### src/rtl/dct_zigzag_quant_if.sv
// Handshake bundle for dct_zigzag_quant: raster coefficient input stream and
// zigzag-ordered quantized output stream.
interface dct_zigzag_quant_if #(
  parameter int DW = 8
);
  logic          in_valid;
  logic          in_ready;
  logic [DW-1:0] in_data;
  logic          out_valid;
  logic          out_ready;
  logic [DW-1:0] out_data;
  logic [5:0]    out_idx;
  logic          out_last;

  modport slave (
    input  in_valid, in_data, out_ready,
    output in_ready, out_valid, out_data, out_idx, out_last
  );

  modport master (
    output in_valid, in_data, out_ready,
    input  in_ready, out_valid, out_data, out_idx, out_last
  );
endinterface

### src/rtl/dct_zigzag_quant.sv
// Ping-pong 8x8 block buffer: accepts raster coefficients, re-emits them in JPEG
// zigzag order right-shifted by QSHIFT. Define DCT_QTABLE_EN for per-band extra shift.
module dct_zigzag_quant #(
  parameter int          DW     = 8,
  parameter int unsigned QSHIFT = 2
) (
  input  logic                clk,
  input  logic                rst,
  dct_zigzag_quant_if.slave   bus
);

  localparam int unsigned ZZ [64] = '{
     0,  1,  8, 16,  9,  2,  3, 10, 17, 24, 32, 25, 18, 11,  4,  5,
    12, 19, 26, 33, 40, 48, 41, 34, 27, 20, 13,  6,  7, 14, 21, 28,
    35, 42, 49, 56, 57, 50, 43, 36, 29, 22, 15, 23, 30, 37, 44, 51,
    58, 59, 52, 45, 38, 31, 39, 46, 53, 60, 61, 54, 47, 55, 62, 63
  };

  logic          wr_sel_q, wr_sel_d;
  logic          rd_sel_q, rd_sel_d;
  logic [5:0]    wr_cnt_q, wr_cnt_d;
  logic [5:0]    rd_cnt_q, rd_cnt_d;
  logic [1:0]    full_q,   full_d;
  logic [DW-1:0] mem_q [128];

  logic          in_ready;
  logic          out_valid;
  logic          in_xfer;
  logic          out_xfer;
  logic [5:0]    zz_addr;
  logic [DW-1:0] raw;
  int unsigned   sh;

  assign in_ready  = ~full_q[wr_sel_q];
  assign out_valid = full_q[rd_sel_q];
  assign in_xfer   = bus.in_valid & in_ready;
  assign out_xfer  = out_valid & bus.out_ready;

  always_comb begin
    wr_sel_d = wr_sel_q;
    rd_sel_d = rd_sel_q;
    wr_cnt_d = wr_cnt_q;
    rd_cnt_d = rd_cnt_q;
    full_d   = full_q;
    // Write and read never address the same bank, so both updates can land together.
    if (in_xfer) begin
      wr_cnt_d = wr_cnt_q + 6'd1;
      if (wr_cnt_q == 6'd63) begin
        full_d[wr_sel_q] = 1'b1;
        wr_sel_d         = ~wr_sel_q;
      end
    end
    if (out_xfer) begin
      rd_cnt_d = rd_cnt_q + 6'd1;
      if (rd_cnt_q == 6'd63) begin
        full_d[rd_sel_q] = 1'b0;
        rd_sel_d         = ~rd_sel_q;
      end
    end
  end

  always_ff @(posedge clk or negedge rst) begin
    if (!rst) begin
      wr_sel_q <= 1'b0;
      rd_sel_q <= 1'b0;
      wr_cnt_q <= '0;
      rd_cnt_q <= '0;
      full_q   <= '0;
    end else begin
      wr_sel_q <= wr_sel_d;
      rd_sel_q <= rd_sel_d;
      wr_cnt_q <= wr_cnt_d;
      rd_cnt_q <= rd_cnt_d;
      full_q   <= full_d;
    end
  end

  always_ff @(posedge clk) begin
    if (in_xfer) mem_q[{wr_sel_q, wr_cnt_q}] <= bus.in_data;
  end

  always_comb begin
    zz_addr = 6'(ZZ[rd_cnt_q]);
    raw     = mem_q[{rd_sel_q, zz_addr}];
`ifdef DCT_QTABLE_EN
    sh = QSHIFT + 32'(rd_cnt_q[5:4]);
`else
    sh = QSHIFT;
`endif
    bus.out_data = (sh >= 32'(DW)) ? '0 : (raw >> sh);
  end

  assign bus.in_ready  = in_ready;
  assign bus.out_valid = out_valid;
  assign bus.out_idx   = rd_cnt_q;
  assign bus.out_last  = (rd_cnt_q == 6'd63);

endmodule

### src/flat_wrapper.sv
// flat-port wrapper written by rule: the top's interface ports become plain ports
module dct_zigzag_quant_flat 
#(
  parameter int          DW     = 8,
  parameter int unsigned QSHIFT = 2
)
  (clk, rst, bus_in_valid, bus_in_data, bus_out_ready, bus_in_ready, bus_out_valid, bus_out_data, bus_out_idx, bus_out_last);
  dct_zigzag_quant_if #(.DW(DW)) bus_i ();
  input  logic clk;
  input  logic rst;
  input wire logic [$bits(bus_i.in_valid)-1:0] bus_in_valid;
  input wire logic [$bits(bus_i.in_data)-1:0] bus_in_data;
  input wire logic [$bits(bus_i.out_ready)-1:0] bus_out_ready;
  output wire logic [$bits(bus_i.in_ready)-1:0] bus_in_ready;
  output wire logic [$bits(bus_i.out_valid)-1:0] bus_out_valid;
  output wire logic [$bits(bus_i.out_data)-1:0] bus_out_data;
  output wire logic [$bits(bus_i.out_idx)-1:0] bus_out_idx;
  output wire logic [$bits(bus_i.out_last)-1:0] bus_out_last;
  assign bus_i.in_valid = bus_in_valid;
  assign bus_i.in_data = bus_in_data;
  assign bus_i.out_ready = bus_out_ready;
  assign bus_in_ready = bus_i.in_ready;
  assign bus_out_valid = bus_i.out_valid;
  assign bus_out_data = bus_i.out_data;
  assign bus_out_idx = bus_i.out_idx;
  assign bus_out_last = bus_i.out_last;
  dct_zigzag_quant #(.DW(DW), .QSHIFT(QSHIFT)) u_core (.clk(clk), .rst(rst), .bus(bus_i));
endmodule
### config.mk
export PLATFORM = sky130hd
export DESIGN_NAME = dct_zigzag_quant_flat
export DESIGN_NICKNAME = d
export VERILOG_FILES = /design/src/rtl/dct_zigzag_quant_if.sv /design/src/rtl/dct_zigzag_quant.sv /design/src/flat_wrapper.sv
export SDC_FILE = /design/constraint.sdc
export NUM_CORES = 1
export LEC_CHECK = 0
export ABC_AREA = 0
export BUFFER_PORTS_ARGS = -buffer_cell sky130_fd_sc_hd__clkbuf_2
export CAP_MARGIN = 40
export CELL_PAD_IN_SITES_DETAIL_PLACEMENT = 2
export CELL_PAD_IN_SITES_GLOBAL_PLACEMENT = 2
export CORE_AREA = 2 2 305 307
export DETAILED_ROUTE_END_ITERATION = 10
export DIE_AREA = 0 0 307 309
export GPL_TIMING_DRIVEN = 0
export PLACE_DENSITY = 0.75
export SYNTH_ARGS = -nofsm -noshare
export SYNTH_HDL_FRONTEND = slang
export SYNTH_SLANG_ARGS = --single-unit
export TNS_END_PERCENT = 1
### constraint.sdc
create_clock -name clk -period 4.7 [get_ports clk]
set_input_delay 0.47 -clock clk [delete_from_list [all_inputs] [get_ports clk]]
set_output_delay 0.47 -clock clk [all_outputs]
set_load 0.02 [all_outputs]
Yosys cells after proc, flatten, opt, wreduce, memory -nomap -nowiden
Memory sizes are Yosys's and may differ from the RTL's.
Index checks and enable logic that the tools add are counted.
{"block": "classes", "order_cmp": 5, "addsub": 2, "n_reduce_logical": 4, "bitwise_logic": 9, "muxes": 16, "eq_ne": 2}
{"cell": "$add A6 B1 Y6 const B", "count": 2}
{"cell": "$eq A6 B6 Y1 const B", "count": 2}
{"cell": "$mux W6", "count": 2}
{"cell": "$mux W1", "count": 8}
{"cell": "$mux W2", "count": 4}
{"cell": "$ge A7 B7 Y1 const B", "count": 1}
{"cell": "$not A6 Y7", "count": 1}
{"cell": "$lt A1 B2 Y1 const B", "count": 2}
{"cell": "$reduce_and A2 Y1", "count": 2}
{"cell": "$not A1 Y1", "count": 3}
{"cell": "$and A1 B1 Y1", "count": 2}
{"cell": "$and A2 B2 Y2", "count": 1}
{"cell": "$demux W1 S1", "count": 2}
{"cell": "$ge A1 B1 Y1 const B", "count": 2}
{"cell": "$logic_and A1 B1 Y1", "count": 2}
{"cell": "$not A2 Y2", "count": 1}
{"cell": "$or A2 B2 Y2", "count": 1}
{"block": "totals", "input_bits": 12, "output_inout_bits": 17, "memories": 2, "mem_bits_ro": 2048, "ff_bits": 16, "wordCells": 45, "mem_bits_rw": 1024}
{"name": "(name not given)", "depth": 64, "width": 32, "read_ports": 1, "rd_ports_with_merged_regs": 0, "wr": 0, "line_no": "dct_zigzag_quant.sv:83", "text": "zz_addr = 6'(ZZ[rd_cnt_q]);"}
{"name": "u_core.mem_q", "depth": 128, "width": 8, "read_ports": 1, "rd_ports_with_merged_regs": 0, "wr": 1, "line_no": "dct_zigzag_quant.sv:24", "text": "logic [DW-1:0] mem_q [128];"}

Longest topological paths before layout
Gate-level depths: netlist of the first run.
{"block": "logic_depth", "word_depth": 10, "depth_mapped": 16, "mapped_depth_nobuf": 12}

Least setup slack after synthesis of the first run
Ideal clock, no wire load.
{"block": "synth_path", "path_type": "register to output", "startpoint": "register u_core.rd_cnt_q[0], in the netlist u_core.bus.out_idx[0]", "endpoint": "output port bus_out_data[4]", "required_ns": 4.230, "path_slack_ns": 0.601, "n_path_buf": 4, "arrival_ns": 3.629, "stages_incl_launch_ff": 14, "path_cell_list": "dfrtp_1 -> buf_2 -> inv_1 -> ha_1 -> buf_4 -> inv_2 -> mux4_2 -> mux4_2 -> buf_6 -> or2_1 -> buf_2 -> o41ai_1 -> nor4_1 -> nor4_2"}
{"block": "synth_between", "elab_chain_cells": 5}
{"element": "from (decl)", "line_no": "dct_zigzag_quant.sv:22", "text": "logic [5:0] rd_cnt_q, rd_cnt_d;"}
{"element": "from (signal assigned)", "line_no": "dct_zigzag_quant.sv:73", "text": "rd_cnt_q <= rd_cnt_d;"}
{"element": "$not A6 Y7 (not written as such)", "line_no": "dct_zigzag_quant.sv:83"}
{"element": "$mem_v2 Z64 W32"}
{"element": "$mux W6 (not written as such) (2 in series)", "line_no": "dct_zigzag_quant.sv:83"}
{"element": "$mem_v2 Z128 W8"}
{"element": "to (decl)", "line_no": "flat_wrapper.sv:16", "text": "output wire logic [$bits(bus_i.out_data)-1:0] bus_out_data;"}
Every way passes these cells. The select of a mux whose other input is x is not followed.

Final worst setup path of the first run
Same ends and word-level chain as after synthesis.

==> impl_metrics.py, run 1 <==
metrics = {
    "status": {
        "status": "complete, but fails checks",
        "violations": "negative setup slack",
    },
    "drt": {
        "drc": 0,
        "drtIter0Drc": 2953,
        "firstDrtPassIters": 5,
        "via_count": 23350,
        "viasPerCell": 6.038,
        "wl_per_cell_um": 33.83,
        "ant_nets": 0,
        "drt_wl_total_um": 130800,
    },
    "run": {
        "max-cap-violations": 0,
    },
    "timing": {
        "drv_slew": 0,
        "setup_tns_ps": -2304,
        "tightest_slew_ps": 821.8,
        "hold_viol": 0,
        "whs_ps": 303.3,
        "fin_crit_ps": 5114,
        "skew_ps": 23.60,
        "max_freq_mhz": 195.5,
        "relSlewSlack_pct": 45.01,
        "finalWorstSetupSlack_ps": -414.0,
        "setup_violations": 6,
        "rsz0062_at_grt": "true",
        "fin_crit_sh_pct": 108.8,
    },
    "pwr": {
        "peakVddDrop_v": 0.0008119,
        "p_leak_nw": 13.28,
        "total_power_mw": 27.73,
        "power.density_mw_per_mm2": 708.7,
    },
    "clock_tree": {
        "clk_pin_slew_ps": 60,
        "htreeDepth": 3,
        "cts_root_buffer": "clkbuf_16",
        "clk_path_buf_depth": 3,
        "clk_latency_ps": 660,
        "clock-sinks": 784,
        "cts-buffers-inserted": 86,
        "cts_tree": "done",
    },
    "die": {
        "die_w_um": 307,
        "die_area_mm2": 0.09486,
        "coreArea_mm2": 0.09139,
        "fp.dieH_um": 309,
        "start_util_pct": 35.79,
        "io_pins": 29,
        "row_count": 111,
    },
    "finish": {
        "area_delta_synth_final_pct": 19.63,
        "fin_cells": 3867,
        "final_cell_mix": "edfxtp_1 (768), nand2_1 (517), nand3_1 (178), nor2_1 (141), clkbuf_16 (88)",
        "post-route-util_pct": 42.82,
        "nets": 2637,
        "drive_above_1_share_pct": 18.31,
        "final_area_mm2": 0.03913,
        "num_antenna_cells": 0,
        "fillCellCount": 8904,
        "mostFrequentLayoutCell": "edfxtp_1",
    },
    "setup_path": {
        "r2r_slack_ps": 250,
        "worstSetupEndpointType": "output port",
        "critPathArrivalTime_ps": 4640,
        "r2r-start": "u_core.wr_sel_q$_DFFE_PN0P_",
        "slowest_delay_ps": 590,
        "critPathMaxFanout": 5,
        "start_kind": "flip-flop",
        "path_buf_inv": 7,
        "path_class": "reg2out",
        "required_ps": 4230,
        "timing.critical_path.from": "u_core.bus.out_idx[0]$_DFFE_PN0P_",
        "crit_slowest_cell": "mux4_2",
        "crit_chain": "buf_6, clkinvlp_4, ha_4, inv_2, mux4_2, mux4_2, buf_12, buf_12, clkbuf_16, a311o_1, o22ai_4, o21ai_4, nor4_4, clkbuf_8",
        "cp_top_family": "multiplexers",
    },
    "global_route": {
        "grt_max_degree": 92,
        "grt_pass1_vias": 25050,
        "antenna_found_initial": 3,
        "grt_use_total_pct": 27.39,
        "gr-total-overflow": 0,
        "grt_pass1_wl_um": 185100,
    },
    "synth": {
        "async_flop_share_pct": 2.041,
        "ys_seq_area_share_pct": 71.73,
        "avgSynthCellArea_um2": 13.49,
        "ys.warnings.count": 0,
        "synth_edf_count": 768,
        "synth_seq_cells": 784,
        "synthDistinctLibCells": 83,
        "synth-main-ff-cell": "edfxtp_1",
        "netlist_instances": 2425,
        "syn_area_mm2": 0.03271,
    },
    "placed_design": {
        "place_area_mm2": 0.03480,
        "dp_worst_setup_slack_ps": -1256,
        "io_buffers": 24,
        "gp_congestion": 0.9605,
        "hpwl_um": 87540,
        "post-place-cells": 3663,
    },
    "hold_path": {
        "hold_path.class": "in2reg",
        "hold_start": "bus_in_data[2]",
    },
}
==> sequential cells by signal, summed over array words and instances (netlist names) <==
signal              flops
u_core.mem_q          768
u_core.bus.out_idx      6
u_core.wr_cnt_q         6
u_core.full_q           2
u_core.rd_sel_q         1
u_core.wr_sel_q         1
==> power breakdown <==
group          internal [mW]  switching [mW]  total, mW
clock                   3.70            2.92       6.63
sequential              7.85          0.0690       7.92
combinational           4.32            8.87       13.2
==> Yosys cell counts, drive strengths merged, types with 18 or more instances <==
cell type	number	share of area, %
nand2	522	6.0
a21oi	76	1.2
o211ai	41	0.94
nand3	178	2.7
and3	34	0.65
a31oi	47	0.90
o21ai	19	0.29
a32oi	28	0.75
mux2	31	1.1
edfxtp	768	71
clkbuf	46	0.53
nor4	18	0.36
mux2i	77	2.4
buf	116	2.1
nor2	150	1.8
a211oi	26	0.63
==> timing repair <==
| action | 4_1_cts | 5_1_grt |
|---|---|---|
| resized for setup | 252 | 65 |
| endpoints found under the hold margin | 16 | 0 |
| hold buffers | 1 | 0 |
| buffers inserted | 38 | 4 |
| pin swaps | 41 | 15 |
| setup endpoints to repair | 6 | 6 |
| cloned | 1 | 0 |
==> layout make-up <==
class	instances	area (um2)	share of cell area, %
buffer	161	1348	3.444
clock buffer	111	2276	5.817
clock inverter	49	410.4	1.049
inverter	12	52.55	0.1343
multi-input combinational	1468	9041	23.11
sequential	784	23470	59.97
tap	1186	1484	3.793
timing repair buffer	96	1050	2.683
==> final timing paths <==
kind                                                     endpoint  cells past startpoint
worst max-delay path                              bus_out_data[4]                     14
worst min-delay path               u_core.mem_q[121][2]$_DFFE_PP_                      1
worst max register to register      u_core.mem_q[94][7]$_DFFE_PP_                      9
worst min register to register         u_core.full_q[0]$_DFF_PN0_                      1
max in group asynchronous       u_core.bus.out_idx[2]$_DFFE_PN0P_                      2
min in group asynchronous       u_core.bus.out_idx[3]$_DFFE_PN0P_                      2
==> logic make-up after synthesis <==
family | synth area share (%)
buffers and inverters | 2.793
multiplexers | 3.573
adder cells (fa/ha/maj) | 0.6121
other | 0.01147
flip-flops | 71.73
XOR/XNOR | 0.3213
AND/OR/NAND/NOR | 13.48
AO/OA/AOI/OAI | 7.479
==> layer usage <==
metal  wire (um)  share of wire (%)  vias to the layer above  track usage [%]
met3        9842                7.5                      314            4.535
met1       50860                 39                    12310            34.84
li1            -                  -                     9493                -
met4        7479                5.7                        4            14.61
met5          27              0.021                        -                0
met2       62630                 48                     1228            45.03
Power figures use the tool's default switching activity.
==> run 2, diff against run 1 <==
- ABC_AREA: 0 -> 1
- CAP_MARGIN: 40 -> 15
- CORE_AREA: 2 2 305 307 -> 2 2 318 320
- DIE_AREA: 0 0 307 309 -> 0 0 320 322
- PLACE_DENSITY: 0.75 -> 0.79
==> run 2 against run 1 <==
Against the previous run:
- the run still ends with negative setup slack left
- synthesized cell count is 37% higher
- setup slack better by 410 ps
- flip-flop and latch count stayed put
- clock power hardly changed
- hold slack worse by 110 ps
- core utilization is 1.5 points lower
- routed wire length is 4.8% higher
- clock-buffer cell count is 6 higher
- power is 48% lower
- clock skew is 10 ps higher
- via count is 15% higher
==> impl_metrics.py, run 2 <==
metrics = {
    "status": {
        "status": "complete, but fails checks",
        "violations": "negative setup slack",
    },
    "pwr": {
        "peakVddDrop_v": 0.0002529,
        "power.density_mw_per_mm2": 352.0,
        "total_power_mw": 14.49,
        "p_leak_nw": 15.57,
    },
    "setup_path": {
        "critPathArrivalTime_ps": 4980,
        "start_kind": "flip-flop",
        "crit_chain": "inv_1, o21ai_1, nand2_1, inv_1, clkbuf_1, nand4_1, clkbuf_2, nor2_1",
        "cp_common_cell": "inv_1",
        "cp_top_family": "simple AND/OR/NAND/NOR gates",
        "worstSetupEndpointType": "flip-flop",
        "path_buf_inv": 4,
        "critPathMaxFanout": 10,
        "crit_slowest_cell": "nor2_1",
        "slowest_delay_ps": 840,
        "path_class": "reg2reg",
        "required_ps": 4980,
    },
    "clock_tree": {
        "clock-sinks": 784,
        "clk_pin_slew_ps": 70,
        "clk_latency_ps": 680,
        "cts_root_buffer": "clkbuf_16",
        "cts_tree": "done",
        "clk_path_buf_depth": 3,
        "htreeDepth": 3,
        "cts-buffers-inserted": 89,
    },
    "synth": {
        "synth_common_cells": "nand3_1 (807), edfxtp_1 (768), nand2_1 (577)",
        "yosysTopAreaCellShare_pct": 64.60,
        "ys.warnings.count": 0,
        "avgSynthCellArea_um2": 10.73,
        "ys_seq_area_share_pct": 65.72,
        "yosysMostFrequentCell": "nand3_1",
        "netlist_instances": 3326,
        "netlist.top_cell.by_area": "edfxtp_1",
        "synth-main-ff-cell": "edfxtp_1",
        "synthDistinctLibCells": 29,
        "syn_area_mm2": 0.03570,
        "synth_area_leaders": "edfxtp_1 (65%), nand3_1 (11%), nand2_1 (6.1%), nand3b_1 (6.0%), inv_1 (4.4%)",
        "synth_seq_cells": 784,
        "synth_edf_count": 768,
        "async_flop_share_pct": 2.041,
    },
    "finish": {
        "drive_above_1_share_pct": 11.71,
        "fillCellCount": 10360,
        "multi_input_area_mm2": 0.009762,
        "regArea_mm2": 0.02347,
        "largest_reg_flops": 768,
        "num_antenna_cells": 0,
        "final_cell_mix": "nand3_1 (778), edfxtp_1 (768), nand2_1 (567), inv_1 (416), nand3b_1 (285)",
        "nets": 3494,
        "top_register": "u_core.mem_q",
        "mostFrequentLayoutCell": "nand3_1",
        "area_delta_synth_final_pct": 15.34,
    },
    "timing": {
        "setup_violations": 1,
        "relSlewSlack_pct": 22.24,
        "fin_crit_ps": 4708,
        "drv_slew": 0,
        "max_freq_mhz": 212.4,
        "rsz0062_at_grt": "true",
        "finalWorstSetupSlack_ps": -7.907,
        "hold_viol": 0,
        "tightest_slew_ps": 1163,
        "fin_crit_sh_pct": 100.2,
        "skew_ps": 33.59,
    },
    "hold_path": {
        "hold_path.class": "in2reg",
    },
    "die": {
        "die_area_mm2": 0.1030,
        "row_count": 116,
        "start_util_pct": 35.86,
        "die_w_um": 320,
        "io_pins": 29,
        "fp.dieH_um": 322,
        "coreArea_mm2": 0.09957,
    },
    "global_route": {
        "grt_pass1_vias": 29010,
        "gr-total-overflow": 0,
        "antenna_found_initial": 1,
        "grt_max_degree": 107,
        "grt_pass1_wl_um": 198200,
        "grt_use_total_pct": 26.24,
    },
    "drt": {
        "ant_nets": 0,
        "drt_wl_total_um": 137100,
        "wl_per_cell_um": 28.38,
        "viasPerCell": 5.547,
        "drc": 0,
        "via_count": 26800,
        "drtIter0Drc": 2535,
        "firstDrtPassIters": 6,
    },
    "placed_design": {
        "dp_worst_setup_slack_ps": -327.2,
        "gp_congestion": 0.8931,
        "io_buffers": 24,
        "hpwl_um": 91750,
    },
    "run": {
        "max-cap-violations": 0,
    },
}
==> run 2: cell count changes in the layout (fill, tap and decap cells not counted), moves of 50 or more <==
cell      delta
a21oi_1     -64
nand2_1     +50
nand3b_1   +282
mux2i_1     -77
inv_1      +408
nand3_1    +600
buf_2       +56
==> run 2: stage by stage <==
stage               hold slack, ps  area (um2)  utilization, %  TNS (ps)  cells
floorplan                    174.4       35700               -         0   3327
global placement             461.3       37450           37.61    -76200   4649
detailed placement           472.4       37750           37.91     -8330   4659
CTS                          164.4       40760           40.94    -379.0   4826
global route                 216.2       41180           41.36    -476.4   4832
finish                       193.0       41180           41.36    -7.907   4832
==> run 2: cell families after synthesis <==
family	after synthesis	share of synthesized area, %
compound gates	36	0.6028
xor+xnor	11	0.2699
fa+ha+maj	16	0.5607
buf+inv	645	7.626
flops	784	65.72
other cells	1	0.01050
simple gates	1833	25.21
==> run 2: repair_timing <==
| action | 4_1_cts | 5_1_grt |
|---|---|---|
| hold buffers | 1 | 0 |
| endpoints found under the setup margin | 124 | 9 |
| buffers inserted | 7 | 5 |
| pin swaps | 2 | 5 |
| gates cloned | 0 | 2 |
| resized for setup | 97 | 122 |
| endpoints found under the hold margin | 16 | 0 |
==> run 2: metal layers <==
layer	track usage, %	vias up	share of wire, %
met5	0	-	0
met4	11.55	0	4.2
met3	4.062	278	6.3
met2	44.47	946	49
met1	33.25	13890	41
li1	-	11690	-
==> run 2: cell type report <==
cell class | count | share of cell area [%]
Clock inverter | 42 | 0.7050
Timing Repair Buffer | 48 | 1.386
Inverter | 424 | 3.893
Clock buffer | 117 | 5.840
Sequential cell | 784 | 56.99
Multi-Input combinational cell | 1899 | 23.71
Tap cell | 1298 | 3.944
Buffer | 220 | 3.534
==> run 2: final timing paths <==
check | from | endpoint | slack, ps | cells past startpoint
setup / recovery | u_core.wr_sel_q$_DFFE_PN0P_ | u_core.mem_q[30][7]$_DFFE_PP_ | -8 | 8
hold / removal | bus_out_ready | u_core.bus.out_idx[0]$_DFFE_PN0P_ | 190 | 3
setup reg to reg | u_core.wr_sel_q$_DFFE_PN0P_ | u_core.mem_q[30][7]$_DFFE_PP_ | -8 | 8
hold reg to reg | u_core.full_q[1]$_DFF_PN0_ | u_core.full_q[1]$_DFF_PN0_ | 600 | 2
max in group asynchronous | rst | u_core.full_q[0]$_DFF_PN0_ | 3980 | 2
min in group asynchronous | rst | u_core.bus.out_idx[1]$_DFFE_PN0P_ | 320 | 2
==> run 2: worst min-delay path: cells and delay by family <==
kind | cells | cell delay, ps
simple gates | 1 | 180
xor+xnor | 1 | 100
buf+inv | 1 | 80
==> run 2: report_power, final <==
group / total, mW / switching (mW) / internal [mW]
combinational: 0.174 / 0.151 / 0.0226
sequential: 7.67 / 0 / 7.67
clock: 6.65 / 2.95 / 3.70
